$ cat config.mk
export PLATFORM = sky130hd
export DESIGN_NAME = instr_stream_encoder
export DESIGN_NICKNAME = d
export VERILOG_FILES = /design/src/rtl/rv_isa_pkg.sv /design/src/rtl/rv_field_packer.sv /design/src/rtl/instr_stream_encoder.sv
export SDC_FILE = /design/constraint.sdc
export NUM_CORES = 1
export LEC_CHECK = 0
export CAP_MARGIN = 10
export CORE_MARGIN = 1.5
export CORE_UTILIZATION = 45
export CTS_CLUSTER_SIZE = 20
export DETAILED_ROUTE_END_ITERATION = 10
export MAX_ROUTING_LAYER = met4
export PLACE_DENSITY = 0.81
export SLEW_MARGIN = 20
export SYNTH_ARGS = -nofsm -noshare
export SYNTH_HDL_FRONTEND = slang
export SYNTH_HIERARCHICAL = 1
export SYNTH_SLANG_ARGS = --single-unit
$ cat constraint.sdc
create_clock -name clk -period 2.5 [get_ports clk]
set_clock_uncertainty 0.05 [all_clocks]
set_input_delay 0.375 -clock clk [delete_from_list [all_inputs] [get_ports clk]]
set_output_delay 0.375 -clock clk [all_outputs]
set_load 0.1 [all_outputs]
$ cat src/rtl/rv_isa_pkg.sv
// RV32I opcodes, descriptor format codes and loader FSM states shared by the encoder and control decoder.
// Pure definitions: no latency, no flow control.
package rv_isa_pkg;

  localparam logic [6:0] OP_R      = 7'd51;
  localparam logic [6:0] OP_LOAD   = 7'd3;
  localparam logic [6:0] OP_IMM    = 7'd19;
  localparam logic [6:0] OP_STORE  = 7'd35;
  localparam logic [6:0] OP_JAL    = 7'd111;
  localparam logic [6:0] OP_BRANCH = 7'd99;
  localparam logic [6:0] OP_LUI    = 7'd55;
  localparam logic [6:0] OP_JALR   = 7'd103;

  localparam logic [2:0] FMT_R      = 3'd0;
  localparam logic [2:0] FMT_IMM    = 3'd1;
  localparam logic [2:0] FMT_LOAD   = 3'd2;
  localparam logic [2:0] FMT_STORE  = 3'd3;
  localparam logic [2:0] FMT_BRANCH = 3'd4;
  localparam logic [2:0] FMT_JAL    = 3'd5;
  localparam logic [2:0] FMT_LUI    = 3'd6;
  localparam logic [2:0] FMT_JALR   = 3'd7;

  typedef enum logic [1:0] {
    ST_IDLE,
    ST_ACCEPT,
    ST_WRITE,
    ST_DONE
  } enc_state_t;

  typedef struct packed {
    logic [2:0]  fmt;
    logic [4:0]  rd;
    logic [4:0]  rs1;
    logic [4:0]  rs2;
    logic [2:0]  f3;
    logic [6:0]  f7;
    logic [31:0] imm;
  } desc_t;

  // True when v survives truncation to n bits and sign-extension back.
  function automatic logic fits_signed(input logic [31:0] v, input int n);
    logic [31:0] hi;
    hi = 32'($signed(v) >>> (n - 1));
    return (hi == '0) || (hi == '1);
  endfunction

endpackage

$ cat src/rtl/rv_field_packer.sv
// Packs one descriptor into an RV32I word and flags an immediate that does not fit its field.
// Combinational, zero latency; no flow control.
module rv_field_packer
  import rv_isa_pkg::*;
(
  input  desc_t       desc,
  output logic [31:0] word,
  output logic        range_err
);

  logic [31:0] imm;
  assign imm = desc.imm;

  always_comb begin
    word      = '0;
    range_err = 1'b0;
    case (desc.fmt)
      FMT_R: word = {desc.f7, desc.rs2, desc.rs1, desc.f3, desc.rd, OP_R};
      FMT_IMM: begin
        word = {imm[11:0], desc.rs1, desc.f3, desc.rd, OP_IMM};
        // Shift-immediates carry funct7 in the top of the immediate field.
        if (desc.f3 == 3'b001 || desc.f3 == 3'b101) word[31:25] = desc.f7;
        range_err = !fits_signed(imm, 12);
      end
      FMT_LOAD: begin
        word      = {imm[11:0], desc.rs1, desc.f3, desc.rd, OP_LOAD};
        range_err = !fits_signed(imm, 12);
      end
      FMT_JALR: begin
        word      = {imm[11:0], desc.rs1, 3'b000, desc.rd, OP_JALR};
        range_err = !fits_signed(imm, 12);
      end
      FMT_STORE: begin
        word      = {imm[11:5], desc.rs2, desc.rs1, desc.f3, imm[4:0], OP_STORE};
        range_err = !fits_signed(imm, 12);
      end
      FMT_BRANCH: begin
        word      = {imm[12], imm[10:5], desc.rs2, desc.rs1, desc.f3, imm[4:1], imm[11], OP_BRANCH};
        range_err = !fits_signed(imm, 13) || imm[0];
      end
      FMT_JAL: begin
        word      = {imm[20], imm[10:1], imm[11], imm[19:12], desc.rd, OP_JAL};
        range_err = !fits_signed(imm, 21) || imm[0];
      end
      FMT_LUI: begin
        word      = {imm[31:12], desc.rd, OP_LUI};
        range_err = (imm[11:0] != 12'd0);
      end
      default: ;
    endcase
  end

endmodule

$ cat src/rtl/instr_stream_encoder.sv
// Accepts instruction descriptors, encodes them and writes them to consecutive instruction-memory words.
// One cycle from handshake to mem_we; in_ready only in ACCEPT, so at most one word every 2 cycles.
module instr_stream_encoder
  import rv_isa_pkg::*;
#(
  parameter int ADDR_W = 10
) (
  input  logic              clk,
  input  logic              reset,
  input  logic              start,
  input  logic              in_valid,
  output logic              in_ready,
  input  logic [2:0]        in_fmt,
  input  logic [4:0]        in_rd,
  input  logic [4:0]        in_rs1,
  input  logic [4:0]        in_rs2,
  input  logic [2:0]        in_f3,
  input  logic [6:0]        in_f7,
  input  logic [31:0]       in_imm,
  input  logic              in_last,
  output logic              mem_we,
  output logic [ADDR_W-1:0] mem_addr,
  output logic [31:0]       mem_wdata,
  output logic              busy,
  output logic              done,
  output logic [ADDR_W:0]   count,
  output logic              err
);

  localparam logic [ADDR_W-1:0] PTR_MAX = '1;

  enc_state_t        state_q, state_d;
  desc_t             desc;
  logic [31:0]       enc_word, word_q;
  logic              enc_err, rerr_q, last_q;
  logic [ADDR_W-1:0] ptr_q;
  logic [ADDR_W:0]   count_q;
  logic              err_q;
  logic              at_top, clr;

  assign desc = '{fmt: in_fmt, rd: in_rd, rs1: in_rs1, rs2: in_rs2,
                  f3: in_f3, f7: in_f7, imm: in_imm};

  rv_field_packer u_packer (
    .desc      (desc),
    .word      (enc_word),
    .range_err (enc_err)
  );

  assign at_top = (ptr_q == PTR_MAX);
  assign clr    = start && (state_q == ST_IDLE || state_q == ST_DONE);

  always_ff @(posedge clk or negedge reset) begin
    if (!reset) state_q <= ST_IDLE;
    else        state_q <= state_d;
  end

  always_comb begin
    state_d  = state_q;
    in_ready = 1'b0;
    mem_we   = 1'b0;
    busy     = 1'b0;
    done     = 1'b0;
    case (state_q)
      ST_IDLE: if (start) state_d = ST_ACCEPT;
      ST_ACCEPT: begin
        in_ready = 1'b1;
        busy     = 1'b1;
        if (in_valid) state_d = ST_WRITE;
      end
      ST_WRITE: begin
        mem_we  = 1'b1;
        busy    = 1'b1;
        state_d = (last_q || at_top) ? ST_DONE : ST_ACCEPT;
      end
      ST_DONE: begin
        done = 1'b1;
        if (start) state_d = ST_ACCEPT;
      end
      default: state_d = ST_IDLE;
    endcase
  end

  always_ff @(posedge clk or negedge reset) begin
    if (!reset) begin
      ptr_q   <= '0;
      count_q <= '0;
      err_q   <= 1'b0;
      word_q  <= '0;
      rerr_q  <= 1'b0;
      last_q  <= 1'b0;
    end else begin
      if (clr) begin
        ptr_q   <= '0;
        count_q <= '0;
        err_q   <= 1'b0;
      end
      if (in_valid && in_ready) begin
        word_q <= enc_word;
        rerr_q <= enc_err;
        last_q <= in_last;
      end
      if (mem_we) begin
        count_q <= count_q + 1'b1;
        // The pointer parks on the last word rather than wrapping.
        if (!at_top) ptr_q <= ptr_q + 1'b1;
        if (rerr_q || (at_top && !last_q)) err_q <= 1'b1;
      end
    end
  end

  assign mem_addr  = ptr_q;
  assign mem_wdata = word_q;
  assign count     = count_q;
  assign err       = err_q;

endmodule

* Word level (Yosys, flattened, before mapping)
Cells that the tools add are included.
Word-level totals: logic and storage cells 73, input port bits 65, register bits 58, output and inout bits 58
Cells by class: add/subtract/negate cells 2, reductions and logical operators 27, muxes and demuxes 19, equality and inequality tests 18
Operator list (number):
- $pmux W32 S8 | 1
- $eq A32 B32 Y1 const B | 3
- $logic_not A32 Y1 | 3
- $mux W10 | 3
- $mux W11 | 2
- $eq A3 B3 Y1 const B | 5
- $reduce_bool A12 Y1 | 1
- $add A11 B1 Y11 const B | 1
- $add A10 B1 Y10 const B | 1
- $eq A10 B10 Y1 const B | 1
- $logic_or A1 B1 Y1 | 9
- $mux W1 | 7
- $mux W7 | 1
- $eq A3 B1 Y1 const B | 2
- $eq A3 B2 Y1 const B | 2
- $mux W2 | 3
- $pmux W2 S3 | 1
- $eq A2 B2 Y1 const B | 2
- $logic_not A1 Y1 | 4
- $pmux W1 S4 | 1
- $reduce_or A2 Y1 | 2
- $reduce_or A4 Y1 | 1
- $logic_and A1 B1 Y1 | 3
- $logic_not A3 Y1 | 1
- other kinds (6) | 6

* Longest topological paths before layout
Gate-level depths: netlist (run 1).
word-level depth 6, gate-level depth with buffers 7, mapped depth without buffers 6

* Hierarchy
Netlist (run 1), hierarchy kept.
Modules (own cells, without submodules):
- instr_stream_encoder | area an instance 2562.5 um2, instances 1, cells an instance 212, seq. area each 1451.4 um2
- rv_field_packer | area an instance 845.8 um2, instances 1, cells an instance 132, seq. area each 0.0 um2

* Worst setup path after synthesis (run 1)
No wires, ideal clock.
path kind reg2reg, start register ptr_q[0] (netlist: mem_addr[0]), end register ptr_q[3] (netlist: mem_addr[3]), cell stages (with the launch flop) 6, path slack -0.041 ns, arrival 2.371 ns, data required time 2.330 ns, library setup time 0.120 ns, path buffers 0, clock period less this slack 2.541 ns, path through dfrtp_1 ha_1 nand3_2 o31ai_4 mux2_4 a21o_1
On the way: longest elaborated chain between the ends 3, elaborated cells between the ends (all ways) 4, classes of those cells 1 x add/sub; 1 x eq/ne; 2 x mux
RTL lines:
- start: declaration | line instr_stream_encoder.sv:36 | logic [ADDR_W-1:0] ptr_q;
- start signal: assignment | line instr_stream_encoder.sv:106 | if (!at_top) ptr_q <= ptr_q + 1'b1;
- $add A10 B1 Y10 or $eq A10 B10 Y1 (tied branches) | line instr_stream_encoder.sv:106, instr_stream_encoder.sv:50
- $mux W10 (*) | line instr_stream_encoder.sv:106
- $mux W10 (*) | line instr_stream_encoder.sv:103 | if (mem_we) begin
Every way passes the cells marked *; elsewhere a longest branch is shown, timed or not. A chain may end at the register's enable or synchronous reset.

* Final worst setup path (run 1)
start input port in_fmt[2], end register word_q[27] (netlist: mem_wdata[27])
On the way: longest elaborated chain between the ends 2, elaborated cells between the ends (all ways) 9, classes of those cells 7 x eq/ne; 1 x mux; 1 x reduce/logical
RTL lines:
- start: declaration | line instr_stream_encoder.sv:13 | input logic [2:0] in_fmt,
- $eq A3 B3 Y1, or another cell as far along | line rv_field_packer.sv:17 | case (desc.fmt)
- $pmux W32 S8 (*) | line rv_field_packer.sv:17
- named net enc_word[27] | line instr_stream_encoder.sv:34 | logic [31:0] enc_word, word_q;
- end signal: assignment | line instr_stream_encoder.sv:99 | word_q <= enc_word;
- end: declaration | line instr_stream_encoder.sv:34
The timed path passes the listed nets; every way through them passes the cells marked *. The select of a mux whose other input is x is not followed.

==> results of run 1 <==
==> worst max-delay path by stage <==
stage,cells after the start,endpoint,slack (ns)
floorplan,5,mem_wdata[10],0.13
detailed placement,8,mem_wdata[25],0.08
global route,8,mem_wdata[27],0.22
global placement,6,mem_wdata[19],0.15
finish,8,mem_wdata[27],0.36
CTS,8,mem_wdata[25],0.42
==> flip-flops by register name, summed over array words and instances, names as in the netlist <==
name	count
mem_addr	10
state_q	2
rerr_q	1
err	1
count	11
last_q	1
mem_wdata	32
==> layout make-up <==
| class | instances | area (µm²) | share of cell area, % |
|---|---|---|---|
| sequential | 58 | 1450 | 29.9 |
| clock buffer | 10 | 138 | 2.83 |
| multi-input combinational | 253 | 1810 | 37.1 |
| timing repair buffer | 136 | 1190 | 24.4 |
| clock inverter | 6 | 80.1 | 1.65 |
| inverter | 20 | 75.1 | 1.54 |
| tap | 99 | 124 | 2.54 |
==> placed cells by master, fill, tap and decap left out, types with 4 or more instances in the layout <==
master,n
sky130_fd_sc_hd__ha_1,5
sky130_fd_sc_hd__nand2b_1,4
sky130_fd_sc_hd__clkinv_2,4
sky130_fd_sc_hd__a21oi_1,12
sky130_fd_sc_hd__mux2i_1,8
sky130_fd_sc_hd__a222oi_1,6
sky130_fd_sc_hd__nand4_1,8
sky130_fd_sc_hd__inv_1,18
sky130_fd_sc_hd__o21ai_0,33
sky130_fd_sc_hd__nor3_1,8
sky130_fd_sc_hd__nor4_1,10
sky130_fd_sc_hd__o221ai_1,4
sky130_fd_sc_hd__buf_4,71
sky130_fd_sc_hd__xnor2_1,4
sky130_fd_sc_hd__clkdlybuf4s50_1,63
sky130_fd_sc_hd__o21a_1,4
sky130_fd_sc_hd__nand3_1,19
sky130_fd_sc_hd__mux2_2,42
sky130_fd_sc_hd__nand2_1,30
sky130_fd_sc_hd__dfrtp_1,56
sky130_fd_sc_hd__nor2_1,8
sky130_fd_sc_hd__nor2b_1,5
sky130_fd_sc_hd__a22o_1,4
sky130_fd_sc_hd__clkbuf_8,10
==> power breakdown <==
part	total [µW]	internal (µW)	switching [µW]
clock	963	581	382
sequential	1550	1290	259
combinational	4400	1050	3350
total	6910	2920	3990
==> critical path: stages <==
cell and delay [ns]:
sky130_fd_sc_hd__clkdlybuf4s50_1 0.55, sky130_fd_sc_hd__buf_4 0.23, sky130_fd_sc_hd__buf_4 0.15, sky130_fd_sc_hd__nand2_1 0.18, sky130_fd_sc_hd__nor2_1 0.15, sky130_fd_sc_hd__a222oi_1 0.33, sky130_fd_sc_hd__inv_1 0.07, sky130_fd_sc_hd__mux2_2 0.27
==> per-stage QoR <==
| stage | total power (µW) | util (%) | setup slack (ns) |
|---|---|---|---|
| after floorplan | 4950 | - | 0.132 |
| after global placement | 5900 | 63.8 | 0.152 |
| after detailed placement | 5950 | 63.8 | 0.0776 |
| after CTS | 6940 | 66.7 | 0.418 |
| after global routing | 7170 | 66.7 | 0.220 |
| final | 6910 | 66.7 | 0.364 |
==> metal layers <==
layer / vias to the layer above / global-route usage (%) / wire length, µm
li1: 1551 / - / -
met1: 1576 / 30.4 / 4000
met2: 156 / 39.3 / 4620
met3: 18 / 3.98 / 637
met4: 0 / 8.60 / 159
met5: - / - / 0
==> cells by family after synthesis <==
group	Yosys count	share of synthesized area [%]
and+or+nand+nor	102	15.5
muxes	51	16.7
AOI/OAI and AO/OA	87	17.1
DFF	58	42.6
buffers and inverters	34	4.55
adders and majority gates	6	2.20
xor gates and xnor gates	5	1.28
other	1	0.110
==> flow_summary.html, run 1 <==
<table>
<tr><th>Metric</th><th>Value</th></tr>
<tr><th colspan="2">Outcome</th></tr>
<tr><td>Run status</td><td>finished with violations</td></tr>
<tr><td>Failing checks</td><td>negative hold slack</td></tr>
<tr><th colspan="2">Cells and area</th></tr>
<tr><td>Net total in the final layout</td><td>549</td></tr>
<tr><td>Antenna Cells</td><td>0</td></tr>
<tr><td>Number of non-filler instances in the completed layout</td><td>582</td></tr>
<tr><td>Fraction of layout instances using a drive strength above 1</td><td>29.6%</td></tr>
<tr><td>Non-Filler Cell Area, Final</td><td>0.00487 mm²</td></tr>
<tr><td>Area growth, synth to finish</td><td>42.8%</td></tr>
<tr><td>Filler cell count</td><td>600</td></tr>
<tr><th colspan="2">Route</th></tr>
<tr><td>Detailed Routing Iterations Pass 1</td><td>5</td></tr>
<tr><td>Count of vias placed by the detailed router</td><td>3301</td></tr>
<tr><td>Remaining design rule violation count</td><td>0</td></tr>
<tr><td>Average vias per placed instance</td><td>5.67</td></tr>
<tr><td>Total routed wirelength</td><td>9420 µm</td></tr>
<tr><td>Routed WL per cell</td><td>16.2 µm</td></tr>
<tr><td>Iteration-0 DRC count of the detailed router</td><td>159</td></tr>
<tr><td>Antenna-violating nets left</td><td>0</td></tr>
<tr><th colspan="2">Power and ir drop</th></tr>
<tr><td>Cell Pwr Density</td><td>1420 mW/mm²</td></tr>
<tr><td>VDD IR-drop max</td><td>1.40 mV</td></tr>
<tr><td>Leakage power</td><td>0.00215 µW</td></tr>
<tr><th colspan="2">Synth</th></tr>
<tr><td>Top flip-flop cell by instance count after synthesis</td><td>sky130_fd_sc_hd__dfrtp_1</td></tr>
<tr><td>Largest area contributor in the synthesized netlist</td><td>sky130_fd_sc_hd__dfrtp_1</td></tr>
<tr><td>Cell count after synthesis</td><td>344</td></tr>
<tr><td>Yosys reg bits</td><td>58</td></tr>
<tr><td>Cell area after synthesis</td><td>0.00341 mm²</td></tr>
<tr><td>Synth unique cells</td><td>54</td></tr>
<tr><td>Library cell with the highest instance count after synthesis</td><td>sky130_fd_sc_hd__dfrtp_1</td></tr>
<tr><td>Post-Synthesis Mean Instance Area</td><td>9.91 µm²</td></tr>
<tr><td>Top cells by count, synth</td><td>sky130_fd_sc_hd__dfrtp_1 (58), sky130_fd_sc_hd__mux2_2 (42), sky130_fd_sc_hd__o21ai_0 (33)</td></tr>
<tr><td>Synth area leaders</td><td>sky130_fd_sc_hd__dfrtp_1 (43%), sky130_fd_sc_hd__mux2_2 (14%), sky130_fd_sc_hd__o21ai_0 (4.8%)</td></tr>
<tr><td>Yosys synthesis warning count</td><td>6</td></tr>
<tr><td>Area fraction of the dominant cell type after synthesis</td><td>42.6%</td></tr>
<tr><td>Seq/Total Area, Yosys</td><td>42.6%</td></tr>
<tr><td>Number of enable-type register cells in the synthesized netlist</td><td>0</td></tr>
<tr><td>Async set-reset flop share out of synthesis</td><td>100%</td></tr>
<tr><th colspan="2">Die</th></tr>
<tr><td>Area of the die</td><td>0.00811 mm²</td></tr>
<tr><td>Vertical die dimension</td><td>90.0 µm</td></tr>
<tr><td>Die Span X</td><td>90.0 µm</td></tr>
<tr><td>Placeable core area</td><td>0.00729 mm²</td></tr>
<tr><td>I/O pin count</td><td>123</td></tr>
<tr><td>Initial Utilization</td><td>46.7%</td></tr>
<tr><td>Rows</td><td>31</td></tr>
<tr><th colspan="2">GRT</th></tr>
<tr><td>Tot GR Track Use</td><td>24.1%</td></tr>
<tr><td>Pin count of the biggest net entering global routing</td><td>34</td></tr>
<tr><td>Overall overflow remaining after global route</td><td>0</td></tr>
<tr><td>First-pass GRT wire length</td><td>15500 µm</td></tr>
<tr><td>Via count of the first global-routing pass</td><td>3254</td></tr>
<tr><td>Number of antenna violations at the first check in global routing</td><td>0</td></tr>
<tr><th colspan="2">Worst setup path</th></tr>
<tr><td>Critical R2R Capture</td><td>mem_addr[3]</td></tr>
<tr><td>Critical path fanouts, max</td><td>9</td></tr>
<tr><td>Internal reg-to-reg setup slack</td><td>0.56 ns</td></tr>
<tr><td>CP Data Required Time</td><td>2.67 ns</td></tr>
<tr><td>Critical Path Sink Type</td><td>flop</td></tr>
<tr><td>CP Launch Point</td><td>in_fmt[2]</td></tr>
<tr><td>Data arrival time of the worst path</td><td>2.30 ns</td></tr>
<tr><td>Nature of the critical path startpoint</td><td>primary input</td></tr>
<tr><td>Reg2Reg Depth</td><td>5</td></tr>
<tr><td>Type of the setup path with the least slack</td><td>primary input to flop</td></tr>
<tr><td>R2r startpoint</td><td>mem_addr[0]</td></tr>
<tr><th colspan="2">Clock network</th></tr>
<tr><td>Clock root buffer</td><td>sky130_fd_sc_hd__clkbuf_8</td></tr>
<tr><td>Cts repair resizes</td><td>0</td></tr>
<tr><td>CTS Hold Buffers Added</td><td>0</td></tr>
<tr><td>Number of setup buffers added after CTS</td><td>0</td></tr>
<tr><td>TritonCTS clock tree</td><td>done</td></tr>
<tr><td>Total number of H-tree levels</td><td>3</td></tr>
<tr><td>Clock-pin slew reported for the worst setup and hold paths after clock tree synthesis</td><td>0.07 ns</td></tr>
<tr><td>Clock buffers created by TritonCTS</td><td>9</td></tr>
<tr><td>Sink Count</td><td>58</td></tr>
<tr><td>Number of buffers between clock root and the deepest sink</td><td>2</td></tr>
<tr><td>Worst skew pair latency</td><td>0.34 ns</td></tr>
<tr><th colspan="2">Timing</th></tr>
<tr><td>Final count of hold timing violations</td><td>5</td></tr>
<tr><td>Ratio of final minimum period to clock period</td><td>85.4%</td></tr>
<tr><td>Shortest period the worst path allows</td><td>2.14 ns</td></tr>
<tr><td>Setup repair after global routing missed its margin</td><td>false</td></tr>
<tr><td>Maximum clock rate</td><td>468 MHz</td></tr>
<tr><td>Worst hold-check slack</td><td>-0.00251 ns</td></tr>
<tr><td>Summed negative setup slack over all endpoints</td><td>0 ns</td></tr>
<tr><td># setup viols final</td><td>0</td></tr>
<tr><td>Slew Viols, Final</td><td>0</td></tr>
<tr><th colspan="2">Place</th></tr>
<tr><td>Cell count after placement</td><td>566</td></tr>
<tr><td>Cell area reported after detailed placement</td><td>0.00465 mm²</td></tr>
<tr><td>Half-perimeter wire length after detailed placement</td><td>7130 µm</td></tr>
<tr><td>Final RePlAce weighted congestion</td><td>0.900</td></tr>
<tr><td>IO Port Bufs</td><td>122</td></tr>
<tr><th colspan="2">Flow run</th></tr>
<tr><td>Reported max-cap violation count</td><td>0</td></tr>
<tr><th colspan="2">Worst hold path</th></tr>
<tr><td>Min-delay worst type</td><td>primary input to asynchronous set/reset pin</td></tr>
</table>
Power figures use the tool's default switching activity.
==> inputs of run 2 (changes only) <==
--- a/config.mk
+++ b/config.mk
@@ -5,6 +5,7 @@
 export SDC_FILE = /design/constraint.sdc
 export NUM_CORES = 1
 export LEC_CHECK = 0
+export ABC_CLOCK_PERIOD_IN_PS = 2500
 export CAP_MARGIN = 10
 export CORE_MARGIN = 1.5
 export CORE_UTILIZATION = 45
==> results of run 2 <==
Final layout, timing and power as in run 1 (identical DEF).
==> inputs of run 3 (changes only) <==
--- a/config.mk
+++ b/config.mk
@@ -6,10 +6,10 @@
 export NUM_CORES = 1
 export LEC_CHECK = 0
 export ABC_CLOCK_PERIOD_IN_PS = 2500
-export CAP_MARGIN = 10
+export CAP_MARGIN = 20
 export CORE_MARGIN = 1.5
 export CORE_UTILIZATION = 45
-export CTS_CLUSTER_SIZE = 20
+export CTS_CLUSTER_SIZE = 14
 export DETAILED_ROUTE_END_ITERATION = 10
 export MAX_ROUTING_LAYER = met4
 export PLACE_DENSITY = 0.81
==> results of run 3 <==
Final layout, timing and power as in run 1 (identical DEF).
